[config.mk]
export PLATFORM = sky130hd
export DESIGN_NAME = sim_periph_shim_flat
export DESIGN_NICKNAME = d
export VERILOG_FILES = /design/src/rtl/sim_periph_shim_if.sv /design/src/rtl/sim_periph_shim.sv /design/src/flat_wrapper.sv
export SDC_FILE = /design/constraint.sdc
export NUM_CORES = 1
export LEC_CHECK = 0
export BUFFER_PORTS_ARGS = -buffer_cell sky130_fd_sc_hd__buf_2
export CAP_MARGIN = 15
export CORE_MARGIN = 4
export CORE_UTILIZATION = 25
export CTS_BUF_LIST = sky130_fd_sc_hd__clkbuf_4 sky130_fd_sc_hd__clkbuf_8
export CTS_CLUSTER_DIAMETER = 120
export DETAILED_ROUTE_END_ITERATION = 10
export SLEW_MARGIN = 40
export SYNTH_ARGS = -nofsm -noshare
export SYNTH_HDL_FRONTEND = slang
export SYNTH_SLANG_ARGS = --single-unit
export TNS_END_PERCENT = 20
[constraint.sdc]
create_clock -name clk -period 15.6 [get_ports clk]
set_clock_uncertainty 0.1 [all_clocks]
set_input_delay 3.12 -clock clk [delete_from_list [all_inputs] [get_ports clk]]
set_output_delay 3.12 -clock clk [all_outputs]
set_load 0.01 [all_outputs]
[src/rtl/sim_periph_shim_if.sv]
// Bus between the raster core / RAM shim (master) and the simulation peripheral shim (slave).
interface sim_periph_shim_if #(
    parameter int DAC_NUM      = 2,
    parameter int DAC_DATA_WID = 20,
    parameter int DAC_WID      = 24,
    parameter int ADCNUM       = 9,
    parameter int WAIT_WID     = 16
);
    logic [1:0]                      cfg_sel;
    logic [WAIT_WID-1:0]             cfg_data;
    logic                            cfg_write;
    logic [DAC_NUM-1:0]              dac_arm;
    logic [DAC_NUM*DAC_WID-1:0]      dac_cmd;
    logic [DAC_NUM*DAC_WID-1:0]      dac_resp;
    logic [DAC_NUM-1:0]              dac_finished;
    logic [DAC_NUM*DAC_DATA_WID-1:0] dac_value;
    logic [ADCNUM-1:0]               adc_arm_in;
    logic [ADCNUM-1:0]               adc_arm_out;
    logic                            ram_write_in;
    logic                            ram_write_out;

    modport master (
        output cfg_sel, cfg_data, cfg_write, dac_arm, dac_cmd, adc_arm_in, ram_write_in,
        input  dac_resp, dac_finished, dac_value, adc_arm_out, ram_write_out
    );

    modport slave (
        input  cfg_sel, cfg_data, cfg_write, dac_arm, dac_cmd, adc_arm_in, ram_write_in,
        output dac_resp, dac_finished, dac_value, adc_arm_out, ram_write_out
    );
endinterface

[src/rtl/sim_periph_shim.sv]
// Emulated SPI DAC channels plus run-time programmable delays on ADC arms and RAM write strobe.
// Outputs are registered: a request first sampled at edge k shows up after edge k+W; dropping a request aborts.
module sim_periph_shim #(
    parameter int DAC_NUM          = 2,
    parameter int DAC_DATA_WID     = 20,
    parameter int DAC_WID          = 24,
    parameter int ADCNUM           = 9,
    parameter int WAIT_WID         = 16,
    parameter int DAC_WAIT_DEFAULT = 0,
    parameter int ADC_WAIT_DEFAULT = 54,
    parameter int RAM_WAIT_DEFAULT = 54
) (
    input  logic               clk,
    input  logic               rst,
    sim_periph_shim_if.slave   bus
);
    localparam logic [3:0] OP_READ  = 4'b1001;
    localparam logic [3:0] OP_WRITE = 4'b0001;

    typedef enum logic [1:0] {ST_IDLE, ST_WAIT, ST_DONE} dac_state_e;

    logic [WAIT_WID-1:0] dac_wait_q, adc_wait_q, ram_wait_q;

    always_ff @(posedge clk or posedge rst) begin
        if (rst) begin
            dac_wait_q <= WAIT_WID'(DAC_WAIT_DEFAULT);
            adc_wait_q <= WAIT_WID'(ADC_WAIT_DEFAULT);
            ram_wait_q <= WAIT_WID'(RAM_WAIT_DEFAULT);
        end else if (bus.cfg_write) begin
            case (bus.cfg_sel)
                2'd0:    dac_wait_q <= bus.cfg_data;
                2'd1:    adc_wait_q <= bus.cfg_data;
                2'd2:    ram_wait_q <= bus.cfg_data;
                default: ;
            endcase
        end
    end

    logic [DAC_NUM-1:0][DAC_WID-1:0]      resp_all;
    logic [DAC_NUM-1:0][DAC_DATA_WID-1:0] value_all;
    logic [DAC_NUM-1:0]                   fin_all;

    for (genvar i = 0; i < DAC_NUM; i++) begin : g_dac
        dac_state_e              state_q;
        logic [WAIT_WID-1:0]     cnt_q;
        logic [3:0]              op_q;
        logic [DAC_DATA_WID-1:0] data_q;
        logic [DAC_WID-1:0]      buf_q;
        logic [DAC_WID-1:0]      resp_q;
        logic [DAC_DATA_WID-1:0] value_q;
        logic                    fin_q;

        logic                    arm;
        logic [3:0]              op_in, op_eff;
        logic [DAC_DATA_WID-1:0] data_in, data_eff;
        logic                    complete;
        logic [DAC_WID-1:0]      readback;

        assign arm     = bus.dac_arm[i];
        assign op_in   = bus.dac_cmd[(i+1)*DAC_WID-1 -: 4];
        assign data_in = bus.dac_cmd[i*DAC_WID +: DAC_DATA_WID];
        // A zero-wait transaction completes on the arming edge, so decode the live command there.
        assign op_eff   = (state_q == ST_IDLE) ? op_in : op_q;
        assign data_eff = (state_q == ST_IDLE) ? data_in : data_q;
        assign complete = arm && (((state_q == ST_IDLE) && (dac_wait_q == '0)) ||
                                  ((state_q == ST_WAIT) && (cnt_q >= dac_wait_q)));
        assign readback = (DAC_WID'(OP_READ) << (DAC_WID - 4)) | DAC_WID'(value_q);

        always_ff @(posedge clk or posedge rst) begin
            if (rst) begin
                state_q <= ST_IDLE;
                cnt_q   <= '0;
                op_q    <= '0;
                data_q  <= '0;
                buf_q   <= '0;
                resp_q  <= '0;
                value_q <= '0;
                fin_q   <= 1'b0;
            end else begin
                if ((state_q == ST_IDLE) && arm) begin
                    op_q   <= op_in;
                    data_q <= data_in;
                end
                if (complete) begin
                    resp_q  <= buf_q;
                    fin_q   <= 1'b1;
                    state_q <= ST_DONE;
                    if (op_eff == OP_READ) begin
                        buf_q <= readback;
                    end else if (op_eff == OP_WRITE) begin
                        value_q <= data_eff;
                        buf_q   <= '0;
                    end
                end else begin
                    case (state_q)
                        ST_IDLE: if (arm) begin
                            cnt_q   <= WAIT_WID'(1);
                            state_q <= ST_WAIT;
                        end
                        ST_WAIT: if (!arm) state_q <= ST_IDLE;
                                 else      cnt_q   <= cnt_q + WAIT_WID'(1);
                        ST_DONE: if (!arm) begin
                            fin_q   <= 1'b0;
                            state_q <= ST_IDLE;
                        end
                        default: state_q <= ST_IDLE;
                    endcase
                end
            end
        end

        assign resp_all[i]  = resp_q;
        assign value_all[i] = value_q;
        assign fin_all[i]   = fin_q;
    end

    assign bus.dac_resp     = resp_all;
    assign bus.dac_value    = value_all;
    assign bus.dac_finished = fin_all;

    logic [WAIT_WID-1:0] adc_cnt_q [ADCNUM];
    logic [ADCNUM-1:0]   adc_out_q;
    logic [WAIT_WID-1:0] ram_cnt_q;
    logic                ram_out_q;

    // Counters stop at the live wait value, so lowering the wait fires on the next edge.
    always_ff @(posedge clk or posedge rst) begin
        if (rst) begin
            for (int j = 0; j < ADCNUM; j++) adc_cnt_q[j] <= '0;
            adc_out_q <= '0;
            ram_cnt_q <= '0;
            ram_out_q <= 1'b0;
        end else begin
            for (int j = 0; j < ADCNUM; j++) begin
                if (!bus.adc_arm_in[j]) begin
                    adc_cnt_q[j] <= '0;
                    adc_out_q[j] <= 1'b0;
                end else if (adc_cnt_q[j] < adc_wait_q) begin
                    adc_cnt_q[j] <= adc_cnt_q[j] + WAIT_WID'(1);
                end else begin
                    adc_out_q[j] <= 1'b1;
                end
            end
            if (!bus.ram_write_in) begin
                ram_cnt_q <= '0;
                ram_out_q <= 1'b0;
            end else if (ram_cnt_q < ram_wait_q) begin
                ram_cnt_q <= ram_cnt_q + WAIT_WID'(1);
            end else begin
                ram_out_q <= 1'b1;
            end
        end
    end

    assign bus.adc_arm_out   = adc_out_q;
    assign bus.ram_write_out = ram_out_q;
endmodule

[src/flat_wrapper.sv]
// flat-port wrapper written by rule: the top's interface ports become plain ports
module sim_periph_shim_flat 
#(
    parameter int DAC_NUM          = 2,
    parameter int DAC_DATA_WID     = 20,
    parameter int DAC_WID          = 24,
    parameter int ADCNUM           = 9,
    parameter int WAIT_WID         = 16,
    parameter int DAC_WAIT_DEFAULT = 0,
    parameter int ADC_WAIT_DEFAULT = 54,
    parameter int RAM_WAIT_DEFAULT = 54
)
  (clk, rst, bus_cfg_sel, bus_cfg_data, bus_cfg_write, bus_dac_arm, bus_dac_cmd, bus_adc_arm_in, bus_ram_write_in, bus_dac_resp, bus_dac_finished, bus_dac_value, bus_adc_arm_out, bus_ram_write_out);
  sim_periph_shim_if #(.DAC_NUM(DAC_NUM), .DAC_DATA_WID(DAC_DATA_WID), .DAC_WID(DAC_WID), .ADCNUM(ADCNUM), .WAIT_WID(WAIT_WID)) bus_i ();
  input  logic clk;
  input  logic rst;
  input wire logic [$bits(bus_i.cfg_sel)-1:0] bus_cfg_sel;
  input wire logic [$bits(bus_i.cfg_data)-1:0] bus_cfg_data;
  input wire logic [$bits(bus_i.cfg_write)-1:0] bus_cfg_write;
  input wire logic [$bits(bus_i.dac_arm)-1:0] bus_dac_arm;
  input wire logic [$bits(bus_i.dac_cmd)-1:0] bus_dac_cmd;
  input wire logic [$bits(bus_i.adc_arm_in)-1:0] bus_adc_arm_in;
  input wire logic [$bits(bus_i.ram_write_in)-1:0] bus_ram_write_in;
  output wire logic [$bits(bus_i.dac_resp)-1:0] bus_dac_resp;
  output wire logic [$bits(bus_i.dac_finished)-1:0] bus_dac_finished;
  output wire logic [$bits(bus_i.dac_value)-1:0] bus_dac_value;
  output wire logic [$bits(bus_i.adc_arm_out)-1:0] bus_adc_arm_out;
  output wire logic [$bits(bus_i.ram_write_out)-1:0] bus_ram_write_out;
  assign bus_i.cfg_sel = bus_cfg_sel;
  assign bus_i.cfg_data = bus_cfg_data;
  assign bus_i.cfg_write = bus_cfg_write;
  assign bus_i.dac_arm = bus_dac_arm;
  assign bus_i.dac_cmd = bus_dac_cmd;
  assign bus_i.adc_arm_in = bus_adc_arm_in;
  assign bus_i.ram_write_in = bus_ram_write_in;
  assign bus_dac_resp = bus_i.dac_resp;
  assign bus_dac_finished = bus_i.dac_finished;
  assign bus_dac_value = bus_i.dac_value;
  assign bus_adc_arm_out = bus_i.adc_arm_out;
  assign bus_ram_write_out = bus_i.ram_write_out;
  sim_periph_shim #(.DAC_NUM(DAC_NUM), .DAC_DATA_WID(DAC_DATA_WID), .DAC_WID(DAC_WID), .ADCNUM(ADCNUM), .WAIT_WID(WAIT_WID), .DAC_WAIT_DEFAULT(DAC_WAIT_DEFAULT), .ADC_WAIT_DEFAULT(ADC_WAIT_DEFAULT), .RAM_WAIT_DEFAULT(RAM_WAIT_DEFAULT)) u_core (.clk(clk), .rst(rst), .bus(bus_i));
endmodule
# Word level (Yosys, flattened, before mapping)
# Cells that the tools add are included.
[totals]
register_bits = 440
input_bits = 81
[op_classes]
addsub = 12
magnitude_cmp = 12
n_eq_ne = 40
muxes = 68
bitwise_logic = 4
n_reduce_logical = 35
[ops]
columns = ["op", "n"]
rows = [
  ["16-bit two-way mux", 24],
  ["16-bit by 1-bit adder with 16-bit output (second input constant)", 12],
  ["16-bit < comparator", 10],
  ["24-bit two-way mux", 4],
  ["16-bit case mux with 2 select lines", 2],
  ["20-bit two-way mux", 2],
  ["16-bit greater-or-equal comparator", 2],
  ["2-bit inequality test (second input constant)", 14],
  ["1-bit two-way mux", 26],
  ["2-bit by 1-bit inequality test with 1-bit output (second input constant)", 12],
  ["2-bit AND reduction", 9],
  ["16-bit zero test", 1],
  ["2-bit two-way mux", 6],
  ["3-bit by 2-bit inequality test with 1-bit output (second input constant)", 4],
  ["2-bit nonzero test", 6],
  ["4-bit by 1-bit equality test with 1-bit output (second input constant)", 2],
  ["4-bit equality test (second input constant)", 2],
  ["1-bit logical AND", 8],
  ["4-bit two-way mux", 2],
  ["2-bit case mux with 2 select lines", 2],
  ["4-bit AND reduction", 2],
  ["2-bit by 1-bit equality test with 1-bit output (second input constant)", 3],
  ["2-bit equality test (second input constant)", 3],
  ["2-bit zero test", 3],
  ["4 further kinds", 10],
]

# Longest topological paths before layout
# Gate-level depths: netlist of run 1.
[logic_depth]
ltp_word = 6
depth_mapped = 12
mapped_depth_nobuf = 10

# Least setup slack after synthesis of run 1
# Ideal clock, no wire load.
[synth_path]
path_type = "input to register"
from = "input port bus_dac_arm[1]"
to = "register u_core.g_dac[1].cnt_q[5]"
setup_ps = 78
arrival_time_ps = 4649
path_slack_ps = 10773
path_stages = 8
path_cell_list = "clkbuf_1 o21ai_0 a211o_1 clkbuf_1 or2_1 clkbuf_1 or3_1 a21oi_1"
[synth_via]
elab_chain_cells = 3
word_cells_on_any_way = 5
cone_classes = "2 x eq/ne; 1 x bitwise; 2 x reduce/logical"
[synth_lines]
columns = ["item", "line", "text"]
rows = [
  ["start, declared", "flat_wrapper.sv:20", "input wire logic [$bits(bus_i.dac_arm)-1:0] bus_dac_arm;"],
  ["parallel branches: the longest is 2 deep, another holds 2-bit inequality test", "--", ""],
  ["4-bit AND reduction (no line) (*)", "--", ""],
  ["end signal, assigned", "sim_periph_shim.sv:101", "else cnt_q <= cnt_q + WAIT_WID'(1);"],
  ["end, declared", "sim_periph_shim.sv:45", "logic [WAIT_WID-1:0] cnt_q;"],
]
# Every way passes the cells marked *.
# A chain may end at the register's enable or synchronous reset.

==> results.py, run 1 <==
metrics = {
    "route": {
        "vias_per_cell": 4.60,
        "drt-pass1-iter-count": 5,
        "vias": 16800,
        "routed_wl_um": 57800,
        "remaining_drc_errors": 0,
        "antenna_left": 0,
        "routedWlPerCell_um": 15.8,
        "drtIter0Drc": 917,
    },
    "logic_synthesis": {
        "synth_cell_types": 62,
        "avgSynthCellArea_um2": 10.5,
        "yosys_warnings": 0,
        "synth_area_um2": 23100,
        "post-synth-top-area-fraction_pct": 45.5,
        "synth_area_leaders": "dfrtp_1 (45%), ha_1 (11%), mux2_2 (6.1%)",
        "synth_edf_count": 0,
        "synth_flop_cell": "dfrtp_1",
        "seq_area_frac_synth_pct": 46.4,
        "yosys.area.top_type": "dfrtp_1",
        "ys_ff_latch": 428,
        "synthesis.instances": 2209,
        "synthArstFlopShare_pct": 100,
    },
    "placed_design": {
        "routabilityCongestion": 0.762,
        "hpwl_um": 39700,
        "place.port_buffers": 176,
        "post_dp_cell_area_um2": 25400,
    },
    "cells_and_area": {
        "final_cell_area_um2": 27300,
        "area_growth_pct": 18.0,
        "layout_common_cells": "dfrtp_1 (420), nand2_1 (207), ha_1 (199)",
        "drive_above_1_share_pct": 19.8,
        "post-route-util_pct": 29.7,
        "nNetsFinal": 2690,
        "final_common_cell": "dfrtp_1",
    },
    "pwr": {
        "peakVddDrop_uv": 84.7,
        "total_power_uw": 3050,
        "p_leak_uw": 0.0134,
        "powerDensity_nw_per_um2": 112,
    },
    "sta": {
        "fin_crit_ps": 5100,
        "finalSetupTns_ps": 0,
        "relSlewSlack_pct": 46.4,
        "min_period_over_period_pct": 32.7,
        "hold_slack_ps": 378,
        "slew_violations": 0,
        "finalSetupViolCount": 0,
        "timing.fmax_mhz": 196,
        "rsz0062_at_grt": "false",
        "tightestPinTransition_ps": 802,
        "hold_viol": 0,
    },
    "floorplanning": {
        "die_w_um": 312,
        "row_count": 111,
        "pin_count": 181,
        "die_area_um2": 97400,
        "start_util_pct": 25.2,
        "die_y_um": 312,
        "coreArea_um2": 91700,
    },
    "setup_path": {
        "crit_fanout": 128,
        "crit_path_end_kind": "asynchronous set/reset pin",
        "crit_arrival_ps": 5750,
        "worstSetupStartpointType": "primary input",
        "criticalPathCategory": "primary input to asynchronous set/reset pin",
        "cp.required_ps": 16250,
    },
    "clock_network": {
        "clock_path_buffers": 3,
        "ctsHoldBuffers": 0,
        "clock_latency_ps": 710,
        "clock_sinks": 428,
        "cts_tree": "done",
        "cts_setup_buffers": 0,
        "clockRootBuffer": "clkbuf_8",
        "path_clk_slew_ps": 60,
        "htree_levels": 3,
        "cts_buffers": 81,
        "ctsResizeCount": 0,
    },
    "status": {
        "outcome": "complete, no violations",
    },
    "job": {
        "maxCapViolations": 0,
    },
    "global_route": {
        "grt_pass1_vias": 16900,
        "grt_pass1_wl_um": 94200,
        "track_usage_pct": 11.9,
        "grt_max_degree": 129,
        "antenna_found_initial": 9,
        "grt_overflow": 0,
    },
    "min_path": {
        "hold_path.class": "flop to flop",
    },
}
worst paths after layout:
kind                       slack [ps]                         end  depth (start not counted)                       from
setup / recovery                10500        u_core.adc_cnt_q[13]                          5                        rst
hold / removal                    380   u_core.g_dac[0].buf_q[17]                          2  u_core.g_dac[0].buf_q[17]
setup reg to reg                11840  u_core.g_dac[0].value_q[3]                         11   u_core.g_dac[0].cnt_q[0]
hold reg to reg                   380   u_core.g_dac[0].buf_q[17]                          2  u_core.g_dac[0].buf_q[17]
max in group clk                10860  u_core.g_dac[0].value_q[1]                          8            bus_dac_cmd[21]
min in group asynchronous        2410     u_core.g_dac[0].op_q[0]                          2                        rst
state kept, by name, summed over array words and instances, names as in the netlist:
signal	cells
u_core.g_dac.buf_q	42
u_core.g_dac.cnt_q	32
u_core.ram_wait_q	16
u_core.adc_wait_q	16
u_core.bus.adc_arm_out	9
u_core.bus.ram_write_out	1
u_core.g_dac.fin_q	2
u_core.g_dac.op_q	8
u_core.g_dac.value_q	40
u_core.adc_cnt_q	144
u_core.g_dac.state_q	4
u_core.g_dac.data_q	40
u_core.g_dac.resp_q	42
u_core.ram_cnt_q	16
u_core.dac_wait_q	16
layout make-up:
type	count	area, um2
fillers	9608	64400
clock buffers	125	1600
repair buffers	196	1050
clock inverters	18	280
inverters	93	362
flip-flops and latches	428	10700
multi-input cells	1609	11800
diodes	5	12.5
well taps	1186	1480
critical path, cell delays in order:
cell and delay [ps]:
buf_2 140, inv_12 390, buf_4 700, buf_6 570, buf_6 580
synth_stat cells (all sizes together), types with 54 or more instances:
master    n
dfrtp   420
nand2   209
ha      200
o21ai   145
mux2    125
and2    117
inv      93
xnor2    72
nand4    70
clkbuf   66
nand3    64
nor2     64
a21oi    58
xor2     56
mux2i    54
cells by family (layout without fill, tap and decap cells):
logic type	after synthesis	after routing	share of synthesized area (%)
and+or+nand+nor	730	730	16.4
other	1	9	0.0162
buffers and inverters	175	432	2.99
muxes	179	179	8.43
adders and majority gates	200	200	10.8
AOI/OAI and AO/OA	368	368	10.1
xor gates and xnor gates	128	128	4.85
DFF	428	428	46.4
stage by stage:
stage,std cells,setup WS (ps)
2_1_floorplan,2212,475
3_3_place_gp,3511,8980
3_5_place_dp,3512,9650
4_1_cts,3655,10440
5_1_grt,3658,10100
6_report,3660,10500
report_power, final:
| part | leakage [uW] | internal (uW) | total, uW | switching [uW] |
|---|---|---|---|---|
| Sequential | 0.00572 | 1210 | 1270 | 61.6 |
| Combinational | 0.00668 | 211 | 515 | 304 |
| Clock | 0.000985 | 743 | 1260 | 519 |
layer usage:
metal  GRT usage [%]  share of wire [%]
met1            15.3                 46
met5               0              0.042
met4            3.46                2.5
met2            19.2                 46
met3            3.99                6.3
No activity file was read; power rests on OpenSTA's default activity.
==> run 2, diff against run 1 <==
--- a/config.mk
+++ b/config.mk
@@ -5,6 +5,7 @@
 export SDC_FILE = /design/constraint.sdc
 export NUM_CORES = 1
 export LEC_CHECK = 0
+export ABC_AREA = 1
 export BUFFER_PORTS_ARGS = -buffer_cell sky130_fd_sc_hd__buf_2
 export CAP_MARGIN = 15
 export CORE_MARGIN = 4
==> constraint.sdc (replaced) <==
create_clock -name clk -period 5.3 [get_ports clk]
set_clock_uncertainty 0.1 [all_clocks]
set_input_delay 1.06 -clock clk [delete_from_list [all_inputs] [get_ports clk]]
set_output_delay 1.06 -clock clk [all_outputs]
set_load 0.01 [all_outputs]
==> run 2 against run 1 <==
Utilization is 0.78 points lower. Via count grew 37%. Register-to-register slack got worse by 9900 ps. Sequential cell count unchanged. Global-route usage grew 1.1 points. Sequential power rose to 3.0 times the previous value. Critical endpoint is now u_core.g_dac[0].value_q[6].
==> results.py, run 2 <==
metrics = {
    "setup_path": {
        "crit_path_end_kind": "flop",
        "cp_slowest_cell": "ha_1",
        "worstSetupStartpointType": "flop",
        "crit_path_frequent_cell": "nand2_1",
        "crit_fanout": 37,
        "path_buf_inv": 4,
        "cp.required_ps": 5750,
        "criticalPathCategory": "flop to flop",
        "path_depth": 10,
        "max_stage_delay_ps": 640,
        "crit_arrival_ps": 3810,
        "path_delay_family": "simple AND/OR/NAND/NOR gates",
        "reg2regPathDepth": 10,
        "crit_chain": "inv_1, ha_1, inv_4, a211oi_2, inv_2, nor3_2, buf_4, nand3_1, nand2_1, nand2_1",
    },
    "logic_synthesis": {
        "seq_area_frac_synth_pct": 40.4,
        "avgSynthCellArea_um2": 7.83,
        "ys_top_cells_by_count": "nand2_1 (909), dfrtp_1 (420), inv_1 (369), nand3_1 (297), nand4_1 (277)",
        "yosys.area.top_type": "dfrtp_1",
        "synth_flop_cell": "dfrtp_1",
        "synthesis.instances": 3391,
        "ys_ff_latch": 428,
        "synth_area_leaders": "dfrtp_1 (40%), nand2_1 (13%), ha_1 (9.4%)",
        "synth_area_um2": 26600,
        "post-synth-top-area-fraction_pct": 39.6,
        "synth.most_common_cell": "nand2_1",
        "synth_cell_types": 46,
        "yosys_warnings": 0,
        "synthArstFlopShare_pct": 100,
        "synth_edf_count": 0,
    },
    "floorplanning": {
        "die_y_um": 334,
        "die_w_um": 334,
        "row_count": 119,
        "coreArea_um2": 105000,
        "start_util_pct": 25.2,
        "die_area_um2": 112000,
        "pin_count": 181,
    },
    "cells_and_area": {
        "nNetsFinal": 3803,
        "instances_no_fill": 4981,
        "area_growth_pct": 14.9,
        "final_common_cell": "nand2_1",
        "largest_register_ffs": 144,
        "drive_above_1_share_pct": 12.8,
        "post-route-util_pct": 29.0,
        "layout_common_cells": "nand2_1 (904), dfrtp_1 (420), inv_1 (368)",
        "regMostFlops": "u_core.adc_cnt_q",
        "n_fill_cell": 11400,
        "reg_top3": "u_core.adc_cnt_q x144, u_core.g_dac.buf_q x42, u_core.g_dac.resp_q x42",
    },
    "placed_design": {
        "dpl_worst_slack_ps": 1770,
        "place.port_buffers": 176,
        "routabilityCongestion": 0.854,
        "hpwl_um": 51500,
        "post-place-cells": 4828,
    },
    "pwr": {
        "powerDensity_nw_per_um2": 306,
        "combPwrFrac_pct": 20.1,
        "p_leak_uw": 0.0162,
        "swShare_pct": 32.4,
        "p_clk_share_pct": 39.1,
        "total_power_uw": 9350,
        "p_int_uw": 6320,
        "power.switching_uw": 3030,
        "seqPwrFrac_pct": 40.8,
        "peakVddDrop_uv": 251,
    },
    "min_path": {
        "hold_path.class": "flop to flop",
        "whs_path_depth": 2,
    },
    "sta": {
        "finalSetupViolCount": 0,
        "timing.fmax_mhz": 297,
        "fin_crit_ps": 3360,
        "tightestPinTransition_ps": 802,
        "rsz0062_at_grt": "false",
        "min_period_over_period_pct": 63.4,
        "relSlewSlack_pct": 46.4,
        "slew_violations": 0,
        "hold_viol": 0,
        "setup_ws_ps": 1940,
    },
    "clock_network": {
        "clock_path_buffers": 3,
        "clock_sinks": 428,
        "cts_tree": "done",
        "cts_buffers": 82,
        "path_clk_slew_ps": 60,
        "ctsHoldBuffers": 0,
        "cts_setup_buffers": 0,
        "clockRootBuffer": "clkbuf_8",
        "htree_levels": 3,
        "ctsResizeCount": 0,
        "clock_latency_ps": 690,
    },
    "route": {
        "vias_per_cell": 4.63,
        "routed_wl_um": 74700,
        "drt-pass1-iter-count": 5,
        "antenna_left": 0,
        "remaining_drc_errors": 0,
        "drtIter0Drc": 1574,
        "routedWlPerCell_um": 15.0,
        "vias": 23100,
    },
    "global_route": {
        "grt_pass1_vias": 21200,
        "grt_overflow": 0,
        "antenna_found_initial": 17,
        "track_usage_pct": 13.1,
        "grt_pass1_wl_um": 119000,
        "grt_max_degree": 113,
    },
    "status": {
        "outcome": "complete, no violations",
    },
    "job": {
        "maxCapViolations": 0,
    },
}
## run 2: power groups by stage
stage	registers, uW	logic [uW]	clock network [uW]
finish	3810	1880	3650
global route	3850	2150	3920
CTS	3810	1900	3770
detailed placement	3870	1890	0
global placement	3850	1840	0
floorplan	3820	1420	0
## run 2: final timing paths
kind	start	to	slack, ps
worst min-delay path	u_core.g_dac[0].buf_q[14]	u_core.g_dac[0].resp_q[14]	350
min in group asynchronous	rst	u_core.adc_cnt_q[133]	370
worst min register to register	u_core.g_dac[0].buf_q[14]	u_core.g_dac[0].resp_q[14]	350
worst max-delay path	u_core.g_dac[0].state_q[0]	u_core.g_dac[0].value_q[6]	1940
max in group asynchronous	rst	u_core.g_dac[0].buf_q[8]	3680
worst max register to register	u_core.g_dac[0].state_q[0]	u_core.g_dac[0].value_q[6]	1940
## run 2: layer usage
| metal | routed length [um] | global-route usage, % |
|---|---|---|
| met5 | 13 | 0 |
| met1 | 33500 | 17.3 |
| met3 | 4860 | 3.27 |
| met2 | 34000 | 20.8 |
| met4 | 2280 | 4.41 |
## run 2: kinds of logic (layout without fill, tap and decap cells)
| group | after synthesis | count (layout) | synth area share (%) |
|---|---|---|---|
| fa+ha+maj | 200 | 200 | 9.42 |
| other cells | 1 | 13 | 0.0141 |
| buf+inv | 540 | 727 | 8.40 |
| mux | 33 | 33 | 1.40 |
| simple gates | 1747 | 1747 | 29.7 |
| xor+xnor | 136 | 136 | 4.48 |
| compound gates | 306 | 306 | 6.27 |
| flops | 428 | 428 | 40.4 |
## run 2: worst min-delay path, cell delays in order, from the launching register on
cell	delay, ps
dfrtp_1	350
nand2_1	50
nand2_1	50
## run 2: per-stage QoR
stage	instance area (um2)	hold slack, ps	TNS [ps]
floorplan	26600	342	-685250
global placement	28600	353	0
detailed placement	28700	351	0
CTS	30500	333	0
global route	30500	367	0
finish	30500	355	0
## run 2: cell type report
cell class | instances | area (um2) | share of cell area (%)
antenna | 9 | 22.5 | 0.0738
clock buffer | 125 | 1630 | 5.33
clock inverter | 18 | 205 | 0.672
inverter | 385 | 1450 | 4.75
multi-input combinational | 2426 | 13700 | 44.7
sequential | 428 | 10700 | 35.1
tap | 1391 | 1740 | 5.70
timing repair buffer | 199 | 1110 | 3.62
==> run 3, diff against run 2 <==
--- a/config.mk
+++ b/config.mk
@@ -5,7 +5,7 @@
 export SDC_FILE = /design/constraint.sdc
 export NUM_CORES = 1
 export LEC_CHECK = 0
-export ABC_AREA = 1
+export ABC_AREA = 0
 export BUFFER_PORTS_ARGS = -buffer_cell sky130_fd_sc_hd__buf_2
 export CAP_MARGIN = 15
 export CORE_MARGIN = 4
==> constraint.sdc (replaced) <==
create_clock -name clk -period 3.5 [get_ports clk]
set_clock_uncertainty 0.1 [all_clocks]
set_input_delay 0.7 -clock clk [delete_from_list [all_inputs] [get_ports clk]]
set_output_delay 0.7 -clock clk [all_outputs]
set_load 0.01 [all_outputs]
==> run 3 against run 2 <==
Global-route usage shrank 1.1 points. Sequential share of layout area grew 3.9 points. Non-clock buffer count grew 32. Via count shrank 26%. Clock power grew 46%. Count of clock-buffer cells in the layout grew 1. Hold slack lost 220 ps. Worst setup slack lost 1700 ps. Sequential cell count is the same. Die area shrank 13%. Routed wire length shrank 22%. First-iteration DRC count shrank 43%. Highest routed layer unchanged.
==> results.py, run 3 (synthesis results as in run 1) <==
metrics = {
    "sta": {
        "hold_viol": 0,
        "min_period_over_period_pct": 92.6,
        "rsz0062_at_grt": "false",
        "finalSetupViolCount": 0,
        "slew_violations": 0,
        "relSlewSlack_pct": 51.7,
        "timing.fmax_mhz": 309,
        "fin_crit_ps": 3240,
        "tightestPinTransition_ps": 723,
    },
    "cells_and_area": {
        "regMostFlops": "u_core.adc_cnt_q",
        "area_growth_pct": 18.7,
        "drive_above_1_share_pct": 20.9,
        "reg_top3": "u_core.adc_cnt_q x144, u_core.g_dac.buf_q x42, u_core.g_dac.resp_q x42",
        "n_fill_cell": 9505,
        "largest_register_ffs": 144,
        "instances_no_fill": 3698,
        "final_common_cell": "dfrtp_1",
        "nNetsFinal": 2726,
        "final_cell_area_um2": 27400,
        "layout_common_cells": "dfrtp_1 (420), nand2_1 (208), ha_1 (199)",
        "post-route-util_pct": 29.9,
    },
    "route": {
        "remaining_drc_errors": 0,
        "routed_wl_um": 58200,
        "drtIter0Drc": 899,
        "vias_per_cell": 4.59,
        "drt-pass1-iter-count": 5,
        "routedWlPerCell_um": 15.7,
        "vias": 17000,
        "antenna_left": 0,
    },
    "placed_design": {
        "post_dp_cell_area_um2": 25600,
        "hpwl_um": 41300,
        "post-place-cells": 3545,
        "place.port_buffers": 176,
        "routabilityCongestion": 0.786,
    },
    "setup_path": {
        "crit_arrival_ps": 3740,
        "crit_path_frequent_cell": "or3_1",
        "cp_slowest_cell": "dfstp_2",
        "criticalPathCategory": "flop to flop",
        "crit_fanout": 9,
        "cp-startpoint": "u_core.adc_wait_q[5]",
        "path_buf_inv": 1,
        "reg2reg_from": "u_core.adc_wait_q[5]",
        "crit_path_end_kind": "flop",
        "crit_chain": "inv_1, ha_1, nand4_1, and3_1, o21ai_0, a21o_1, a211o_1, or3_1, or3_1, a21boi_0",
        "worstSetupStartpointType": "flop",
        "cp.required_ps": 4000,
        "max_stage_delay_ps": 530,
        "path_delay_family": "simple AND/OR/NAND/NOR gates",
    },
    "floorplanning": {
        "die_area_um2": 97400,
        "pin_count": 181,
        "row_count": 111,
        "die_y_um": 312,
        "die_w_um": 312,
        "coreArea_um2": 91700,
        "start_util_pct": 25.2,
    },
    "min_path": {
        "hold_path.class": "primary input to flop",
        "min_from": "bus_dac_cmd[19]",
    },
    "global_route": {
        "grt_pass1_vias": 16900,
        "grt_overflow": 0,
        "antenna_found_initial": 13,
        "grt_use_met3_pct": 3.55,
        "grt_pass1_wl_um": 94200,
        "track_usage_pct": 11.9,
        "gr-usage-met2_pct": 19.5,
        "grt_max_degree": 82,
        "grtUsageMet1_pct": 15.3,
        "top_usage_layer": "met2",
    },
    "clock_network": {
        "path_clk_slew_ps": 60,
        "clock_sinks": 428,
        "clock_latency_ps": 710,
        "cts_setup_buffers": 0,
        "htree_levels": 3,
        "clock_path_buffers": 3,
        "cts_tree": "done",
        "cts_buffers": 82,
        "clockRootBuffer": "clkbuf_8",
    },
    "pwr": {
        "peakVddDrop_uv": 323,
        "p_leak_uw": 0.0135,
        "powerDensity_nw_per_um2": 485,
        "total_power_uw": 13300,
    },
    "status": {
        "outcome": "complete, no violations",
    },
    "job": {
        "maxCapViolations": 0,
    },
}
==> run 3: area by class of cell <==
class | instances | area [um2] | share of cell area (%)
Multi-Input combinational cell | 1609 | 11700 | 42.8
Clock buffer | 126 | 1580 | 5.77
Inverter | 93 | 353 | 1.29
Sequential cell | 428 | 10700 | 39.1
Antenna cell | 7 | 17.5 | 0.0638
Clock inverter | 18 | 178 | 0.647
Tap cell | 1186 | 1480 | 5.41
Timing Repair Buffer | 231 | 1360 | 4.97
==> run 3: worst paths after layout <==
path	endpoint	slack, ps	cells after the start
worst min-delay path	u_core.g_dac[0].data_q[19]	140	2
max in group asynchronous	u_core.g_dac[0].op_q[3]	1840	4
min in group asynchronous	u_core.g_dac[0].fin_q	540	3
worst min register to register	u_core.g_dac[0].buf_q[0]	380	2
worst max register to register	u_core.adc_cnt_q[26]	260	10
worst max-delay path	u_core.adc_cnt_q[26]	260	10
==> run 3: timing repair <==
item / CTS / global route
endpoints found under the setup margin: 0 / 2
hold buffers: 1 / 0
resized for setup: 0 / 2
hold endpoints to repair: 9 / 0
==> run 3: power by group <==
group	internal, uW	total (uW)	leakage (uW)	switching [uW]
Clock	3040	5330	0.000940	2280
Combinational	1000	2330	0.00686	1330
Sequential	5390	5650	0.00572	268
==> run 3: layer usage <==
| metal | routed length [um] | vias to the layer above | share of wire, % |
|---|---|---|---|
| met5 | 77 | - | 0.13 |
| met2 | 26800 | 321 | 46 |
| li1 | - | 8355 | - |
| met4 | 1170 | 14 | 2.0 |
| met3 | 3750 | 109 | 6.4 |
| met1 | 26300 | 8163 | 45 |
==> run 3: stage by stage <==
step                setup WS, ps  TNS [ps]  hold WS (ps)
finish                       259         0           135
global route                53.1         0          82.1
CTS                          142         0          54.7
detailed placement           161         0           362
global placement             173         0           359
floorplan                  -3070  -1301570           346
